--- src/rtl/munch_pkg.sv ---
// ============================================================
// munch_pkg -- shared mode encodings and index-width helper. Rev 1.0
// ============================================================
`default_nettype none

package munch_pkg;

  typedef enum logic [1:0] {
    MODE_XOR = 2'd0,
    MODE_AND = 2'd1,
    MODE_ADD = 2'd2,
    MODE_BAD = 2'd3
  } mode_e;

  // Index space is four times the panel edge so trails can run off-panel.
  function automatic int idx_bits(input int coord_bits);
    return coord_bits + 2;
  endfunction

endpackage

`default_nettype wire

--- src/rtl/munch_trail.sv ---
// ============================================================
// munch_trail -- one colour channel: idx register, tap compare, byte packing. Rev 1.0
// ============================================================
`default_nettype none

module munch_trail #(
  parameter int FRAME_BITS = 12,
  parameter int IDX_BITS   = 8,
  parameter int TRAIL_LEN  = 8,
  parameter int SHIFT      = 0,
  parameter int STEP       = 1,
  parameter int REVERSE    = 0
) (
  input  logic                  clk,
  input  logic                  reset,
  input  logic [FRAME_BITS-1:0] frame_i,
  input  logic [IDX_BITS-1:0]   key_i,
  output logic [7:0]            byte_o
);

  localparam int HI_SHIFT = SHIFT + FRAME_BITS - 4;

  logic [IDX_BITS-1:0] idx_d;
  logic [IDX_BITS-1:0] idx_q;

  assign idx_d = IDX_BITS'(frame_i >> SHIFT) - IDX_BITS'(frame_i >> HI_SHIFT);

  always_ff @(posedge clk) begin
    if (reset) begin
      idx_q <= '0;
    end else begin
      idx_q <= idx_d;
    end
  end

  for (genvar k = 0; k < 8; k++) begin : g_tap
    localparam int POS = (REVERSE != 0) ? k : 7 - k;
    if (k < TRAIL_LEN) begin : g_on
      localparam logic [IDX_BITS-1:0] OFF = IDX_BITS'(k * STEP);
      assign byte_o[POS] = (key_i == (idx_q - OFF));
    end else begin : g_off
      assign byte_o[POS] = 1'b0;
    end
  end

endmodule

`default_nettype wire

--- src/rtl/munch_painter.sv ---
// ============================================================
// munch_painter -- two-stage trail-pattern pixel painter; optional MUNCH_WINDOW_EN overlay. Rev 1.0
// ============================================================
`default_nettype none

module munch_painter
  import munch_pkg::*;
#(
  parameter int COORD_BITS = 6,
  parameter int FRAME_BITS = 12,
  parameter int TRAIL_LEN  = 8,
  parameter int R_SHIFT    = 2,
  parameter int G_SHIFT    = 1,
  parameter int B_SHIFT    = 0,
  parameter int R_STEP     = 1,
  parameter int G_STEP     = 2,
  parameter int B_STEP     = 4,
  parameter int G_REVERSE  = 1,
  parameter int AUTO_CYCLE = 1
) (
  input  logic                  clk,
  input  logic                  reset,
  input  logic [FRAME_BITS-1:0] frame,
  input  logic [7:0]            subframe,
  input  logic [COORD_BITS-1:0] x,
  input  logic [COORD_BITS-1:0] y,
  input  logic                  mode_adv,
  output logic [1:0]            mode,
  output logic [23:0]           rgb24
);

  localparam int IDX_BITS = idx_bits(COORD_BITS);

  mode_e                 mode_q;
  logic                  msb_q;
  logic                  w_wrap;
  logic                  w_adv;
  logic [COORD_BITS-1:0] key_c;
  logic [IDX_BITS-1:0]   key_d;
  logic [IDX_BITS-1:0]   key_q;
  logic                  vld_q;
  logic [23:0]           rgb_d;
  logic [23:0]           rgb_q;
  logic [7:0]            w_red;
  logic [7:0]            w_grn;
  logic [7:0]            w_blu;
  logic                  unused_subframe;

  assign unused_subframe = ^subframe;

  assign w_wrap = msb_q & ~frame[FRAME_BITS-1];
  assign w_adv  = mode_adv | ((AUTO_CYCLE != 0) & w_wrap);

  always_ff @(posedge clk) begin
    if (reset) begin
      mode_q <= MODE_XOR;
      msb_q  <= frame[FRAME_BITS-1];
    end else begin
      msb_q <= frame[FRAME_BITS-1];
      case (mode_q)
        MODE_XOR: if (w_adv) mode_q <= MODE_AND;
        MODE_AND: if (w_adv) mode_q <= MODE_ADD;
        MODE_ADD: if (w_adv) mode_q <= MODE_XOR;
        default:  mode_q <= MODE_XOR;
      endcase
    end
  end

  assign mode = mode_q;

  always_comb begin
    key_c = x ^ y;
    case (mode_q)
      MODE_AND: key_c = x & y;
      MODE_ADD: key_c = x + y;
      default:  key_c = x ^ y;
    endcase
  end

  assign key_d = {{(IDX_BITS - COORD_BITS){1'b0}}, key_c};

  munch_trail #(
    .FRAME_BITS(FRAME_BITS), .IDX_BITS(IDX_BITS), .TRAIL_LEN(TRAIL_LEN),
    .SHIFT(R_SHIFT), .STEP(R_STEP), .REVERSE(0)
  ) u_red (
    .clk(clk), .reset(reset), .frame_i(frame), .key_i(key_q), .byte_o(w_red)
  );

  munch_trail #(
    .FRAME_BITS(FRAME_BITS), .IDX_BITS(IDX_BITS), .TRAIL_LEN(TRAIL_LEN),
    .SHIFT(G_SHIFT), .STEP(G_STEP), .REVERSE(G_REVERSE)
  ) u_grn (
    .clk(clk), .reset(reset), .frame_i(frame), .key_i(key_q), .byte_o(w_grn)
  );

  munch_trail #(
    .FRAME_BITS(FRAME_BITS), .IDX_BITS(IDX_BITS), .TRAIL_LEN(TRAIL_LEN),
    .SHIFT(B_SHIFT), .STEP(B_STEP), .REVERSE(0)
  ) u_blu (
    .clk(clk), .reset(reset), .frame_i(frame), .key_i(key_q), .byte_o(w_blu)
  );

`ifdef MUNCH_WINDOW_EN
  logic [COORD_BITS-1:0] w_wx;
  logic [COORD_BITS-1:0] w_wy;
  logic                  win_d;
  logic                  wm_d;
  logic                  win_q;
  logic                  wm_q;

  assign w_wx  = x + frame[0 +: COORD_BITS];
  assign w_wy  = y + frame[2 +: COORD_BITS];
  assign win_d = (w_wx[COORD_BITS-1 -: 2] == 2'b00) && (w_wy[COORD_BITS-1 -: 2] == 2'b00);
  assign wm_d  = ((w_wx ^ COORD_BITS'(frame[3 +: 4])) == w_wy);

  always_ff @(posedge clk) begin
    if (reset) begin
      win_q <= 1'b0;
      wm_q  <= 1'b0;
    end else begin
      win_q <= win_d;
      wm_q  <= wm_d;
    end
  end

  always_comb begin
    rgb_d = 24'h0;
    if (vld_q && win_q) begin
      rgb_d = {7'b0, wm_q, 8'h00, 7'b0, wm_q};
    end else if (vld_q) begin
      rgb_d = {w_blu, w_grn, w_red};
    end
  end
`else
  // The valid bit keeps cleared stage-1 state from painting after reset release.
  always_comb begin
    rgb_d = 24'h0;
    if (vld_q) begin
      rgb_d = {w_blu, w_grn, w_red};
    end
  end
`endif

  always_ff @(posedge clk) begin
    if (reset) begin
      key_q <= '0;
      vld_q <= 1'b0;
      rgb_q <= 24'h0;
    end else begin
      key_q <= key_d;
      vld_q <= 1'b1;
      rgb_q <= rgb_d;
    end
  end

  assign rgb24 = rgb_q;

endmodule

`default_nettype wire

--- config.mk ---
export PLATFORM = sky130hd
export DESIGN_NAME = munch_painter
export DESIGN_NICKNAME = d
export VERILOG_FILES = /design/src/rtl/munch_pkg.sv /design/src/rtl/munch_trail.sv /design/src/rtl/munch_painter.sv
export SDC_FILE = /design/constraint.sdc
export NUM_CORES = 1
export LEC_CHECK = 0
export ABC_CLOCK_PERIOD_IN_PS = 2600
export CORE_MARGIN = 1
export CORE_UTILIZATION = 58
export CTS_CLUSTER_DIAMETER = 150
export DETAILED_ROUTE_END_ITERATION = 7
export MAX_ROUTING_LAYER = met4
export PLACE_DENSITY = 0.88
export SLEW_MARGIN = 40
export SYNTH_ARGS = -nofsm -noshare
export SYNTH_HDL_FRONTEND = slang
export SYNTH_HIERARCHICAL = 1
export SYNTH_SLANG_ARGS = --single-unit
--- constraint.sdc ---
create_clock -name clk -period 2.6 [get_ports clk]
set_clock_uncertainty 0.1 [all_clocks]
set_input_delay 0.39 -clock clk [delete_from_list [all_inputs] [get_ports clk]]
set_output_delay 0.39 -clock clk [all_outputs]
set_load 0.02 [all_outputs]
==> results.md <==
* Ratio of cells with drive above 1 in the final layout at 0.110
* Status: complete, but fails checks
* Vertical die dimension at between 90 and 100 um
* Initial standard-cell utilization of the core at 0.608
* Cell Chain, Critical Path: buf_4, ha_1, a2111oi_0, xnor2_1, o2111ai_1, nor4_1, and2_1
* Data arrival, critical path at ~2600 ps
* Area share of the leading cell type in the synthesized netlist at 0.216
* Post-detailed-route via-to-cell ratio at between 6 and 7
* Number of cell rows at 34
* TritonRoute pass-1 iters at 7
* Critical path's largest stage delay at ~690 ps
* Number of DRC violations after detailed-routing iteration 0 at ~360
* Leakage at about 2.5 nW
* Post-CTS clock slew at the launch and capture registers of the worst setup and hold paths at roughly 70 ps
* Violated checks: DRC
* Chip Width at slightly below 100 um
* Crit Path Category: reg -> reg
* Accumulated negative setup slack at 0 ps
* Setup repair after global routing missed its margin: no
* Maximum fanout count along the critical path at 9
* Area of the mapped netlist at ~5400 um2
* Area delta synth->final at 18.3%
* Prevailing post-synth register cell: sky130_fd_sc_hd__dfxtp_1
* Worst endpoint required time at 2780 ps
* First-pass GRT wire length at between 20000 and 25000 um
* Final count of hold timing violations at 0
* Sequential Area at between 1000 and 1500 um2
* CTS root buf: sky130_fd_sc_hd__clkbuf_8
* Share of total power in the clock network at 0.271
* Remaining DRCs at 4
* Number of antenna violations at the first check in global routing at 0
* Synth warnings at 6
* Number of distinct library cells after synthesis at 73
* Max-cap check violation count at 0
* Worst slew margin relative to its limit at 0.492
* Placer's final routability congestion estimate at between 1 and 1.5
* Path class of the lowest-slack min-delay path: reg -> reg
* Vias post-DR at between 5000 and 6000
* Area taken by multi-input logic gates at between 3000 and 4000 um2
* Maximum count of clock buffers along a single path at 2
* Final cell utilization of the core at 0.720
* Critical-path top delay cell: sky130_fd_sc_hd__a2111oi_0
* Register bit total from synthesis at between 50 and 60
* Sequential Power Share at 0.308
* Number of top-level pins at between 60 and 70
* Switching Power at 0.00128 W
* Synth area leader: sky130_fd_sc_hd__dfxtp_1
* Number of flops mapped to enable cells by yosys at 0
* Commonest cells after routing, fill and taps aside: 58 x sky130_fd_sc_hd__dfxtp_1, 55 x sky130_fd_sc_hd__xnor2_1, 52 x sky130_fd_sc_hd__clkdlybuf4s50_1
* Fill cell count at roughly 700
* Power density relative to cell area at 534 nW/um2
* Std-Cell Core Area at 8850 um2
* Final wirelength at roughly 14000 um
* Category of the worst setup path capture point: register
* Ranking of synthesized cells by area: sky130_fd_sc_hd__dfxtp_1 22%, sky130_fd_sc_hd__ha_1 11%, sky130_fd_sc_hd__xnor2_1 8.9%, sky130_fd_sc_hd__xor2_1 5.9%, sky130_fd_sc_hd__a21oi_1 3.1%
* Net switching fraction of the power at 0.375
* Cell count of the worst hold path at 2
* Vias in the first global route at just under 5000
* Asr flop ratio synth at 0
* Number of buffers added by the clock tree synthesis step at 9
* Synthesized area per cell at about 8.3 um2
* CTS Sinks at 58
* Cell count after synthesis at between 600 and 700
* Post-route worst hold slack at approximately 460 ps
* Number of buffers added to fix hold violations after cts at 0
* Maximum operating frequency at roughly 0.4 GHz
* Overall die area at slightly below 10000 um2
* TritonCTS clock tree: yes
* CTS H-tree lvls at 3
* Worst R2R Path Depth at 7
* GRT Util Overall at 0.308
* Most common cell after layout, fill and taps aside: sky130_fd_sc_hd__dfxtp_1
* Proportion of synthesized chip area in sequential cells at 0.216
* Diode insertion count for antenna repair at 0
* Worst Max-Slew Pin Slew at 760 ps
* Detail Placement HPWL at 10400 um
* Average detailed-routed wire length per instance at 16.4 um
* Total power of the final layout at about 0.0034 W
* Final setup vio count at 0
* Count of antenna-violating nets left after detailed routing at 0
* Number of pins with negative max-slew slack in the final report at 0
* Fin crit period at between 2000 and 2500 ps
* Highest ir drop seen on vdd at around 0.37 mV
* Sort of element at the start of the critical path: register
* Number of buffers inserted by port buffering at 52
* Quantity of gates resized following cts at 0
* Maximum number of pins on one net before global-route repair at 35
* Clock latency on the worst-skew pair at about 340 ps
* Number of buffers inserted by post-CTS setup repair at 0
* Final worst path period share at 0.935
* Residual overflow from global routing at 0
* Number of nets in the final layout at between 800 and 900
* Cell internal pwr at roughly 0.0021 W
* Combinational cell fraction of total power at 0.420
[flip-flops by register name, summed over array words and instances, names as in the netlist]
| signal | cells |
|---|---|
| key_q | 6 |
| mode | 2 |
| msb_q | 1 |
| rgb24 | 24 |
| u_blu/idx_q | 8 |
| u_grn/idx_q | 8 |
| u_red/idx_q | 8 |
| vld_q | 1 |
[cell families (layout without fill, tap and decap cells)]
| family | count (synthesis) | after routing | synth area share |
|---|---|---|---|
| other cells | 1 | 8 | 0.000697 |
| compound gates | 124 | 124 | 0.160 |
| xor+xnor | 101 | 101 | 0.182 |
| simple gates | 236 | 236 | 0.241 |
| fa+ha+maj | 52 | 52 | 0.126 |
| flops | 58 | 58 | 0.216 |
| mux | 9 | 9 | 0.0174 |
| buf+inv | 68 | 137 | 0.0556 |
[worst max-delay path, delay by kind of cell, from the launching register on]
kind | cells | cell delay (ps)
adder cells (fa/ha/maj) | 1 | 280
buffers and inverters | 1 | 180
AO/OA/AOI/OAI | 2 | 840
XOR/XNOR | 1 | 210
AND/OR/NAND/NOR | 2 | 460
flip-flops | 1 | 310
[synth_stat cells, types with 7 or more instances]
library cell               instances
sky130_fd_sc_hd__ha_1             48
sky130_fd_sc_hd__nor2_1           44
sky130_fd_sc_hd__nor3_1           26
sky130_fd_sc_hd__nand2_1          41
sky130_fd_sc_hd__a21oi_1          33
sky130_fd_sc_hd__or3_1             7
sky130_fd_sc_hd__a31oi_1           8
sky130_fd_sc_hd__nand2b_1          9
sky130_fd_sc_hd__nor4_1           10
sky130_fd_sc_hd__o21ai_0          25
sky130_fd_sc_hd__dfxtp_1          58
sky130_fd_sc_hd__nor2b_1          15
sky130_fd_sc_hd__nor4b_1           7
sky130_fd_sc_hd__and2_1           26
sky130_fd_sc_hd__inv_1            36
sky130_fd_sc_hd__and3_1            9
sky130_fd_sc_hd__clkbuf_1          9
sky130_fd_sc_hd__xor2_1           36
sky130_fd_sc_hd__xnor2_1          55
sky130_fd_sc_hd__nand3_1          15
sky130_fd_sc_hd__buf_2            19
[power groups by stage]
stage               combinational (W)  sequential (W)  clock (W)
finish                        0.00143         0.00105   0.000923
global route                  0.00157         0.00106   0.000989
CTS                           0.00140         0.00105   0.000940
detailed placement            0.00139         0.00107          0
global placement              0.00135         0.00106          0
floorplan                     0.00107         0.00102          0
[layout make-up]
class,instances,share of cell area
inverters,36,0.0212
repair buffers,85,0.121
clock buffers,11,0.0222
clock inverters,5,0.0122
flip-flops and latches,58,0.182
well taps,108,0.0212
multi-input cells,530,0.620
[path summary, 6_finish.rpt]
check / from / end / slack [ps]
setup / recovery: u_red/idx_q[1] / rgb24[0] / 170
hold / removal: mode[1] / mode[1] / 460
setup reg to reg: u_red/idx_q[1] / rgb24[0] / 170
hold reg to reg: mode[1] / mode[1] / 460
[routing by layer]
metal / part of all wire / GRT usage / wire length (um) / up-vias
li1: - / - / - / 2404
met1: 0.44 / 0.404 / 6040 / 2366
met2: 0.47 / 0.490 / 6450 / 219
met3: 0.074 / 0.0451 / 1010 / 23
met4: 0.013 / 0.0976 / 183 / 0
met5: 0 / - / 0 / -
[stage by stage]
step / area, um2 / cells / worst slack, ps
floorplan: 5410 / 656 / 316
global placement: 6150 / 817 / -2.29
detailed placement: 6150 / 817 / -65.1
CTS: 6370 / 833 / 195
global route: 6370 / 833 / 68.5
finish: 6370 / 833 / 169
No activity file was read; power rests on OpenSTA's default activity.
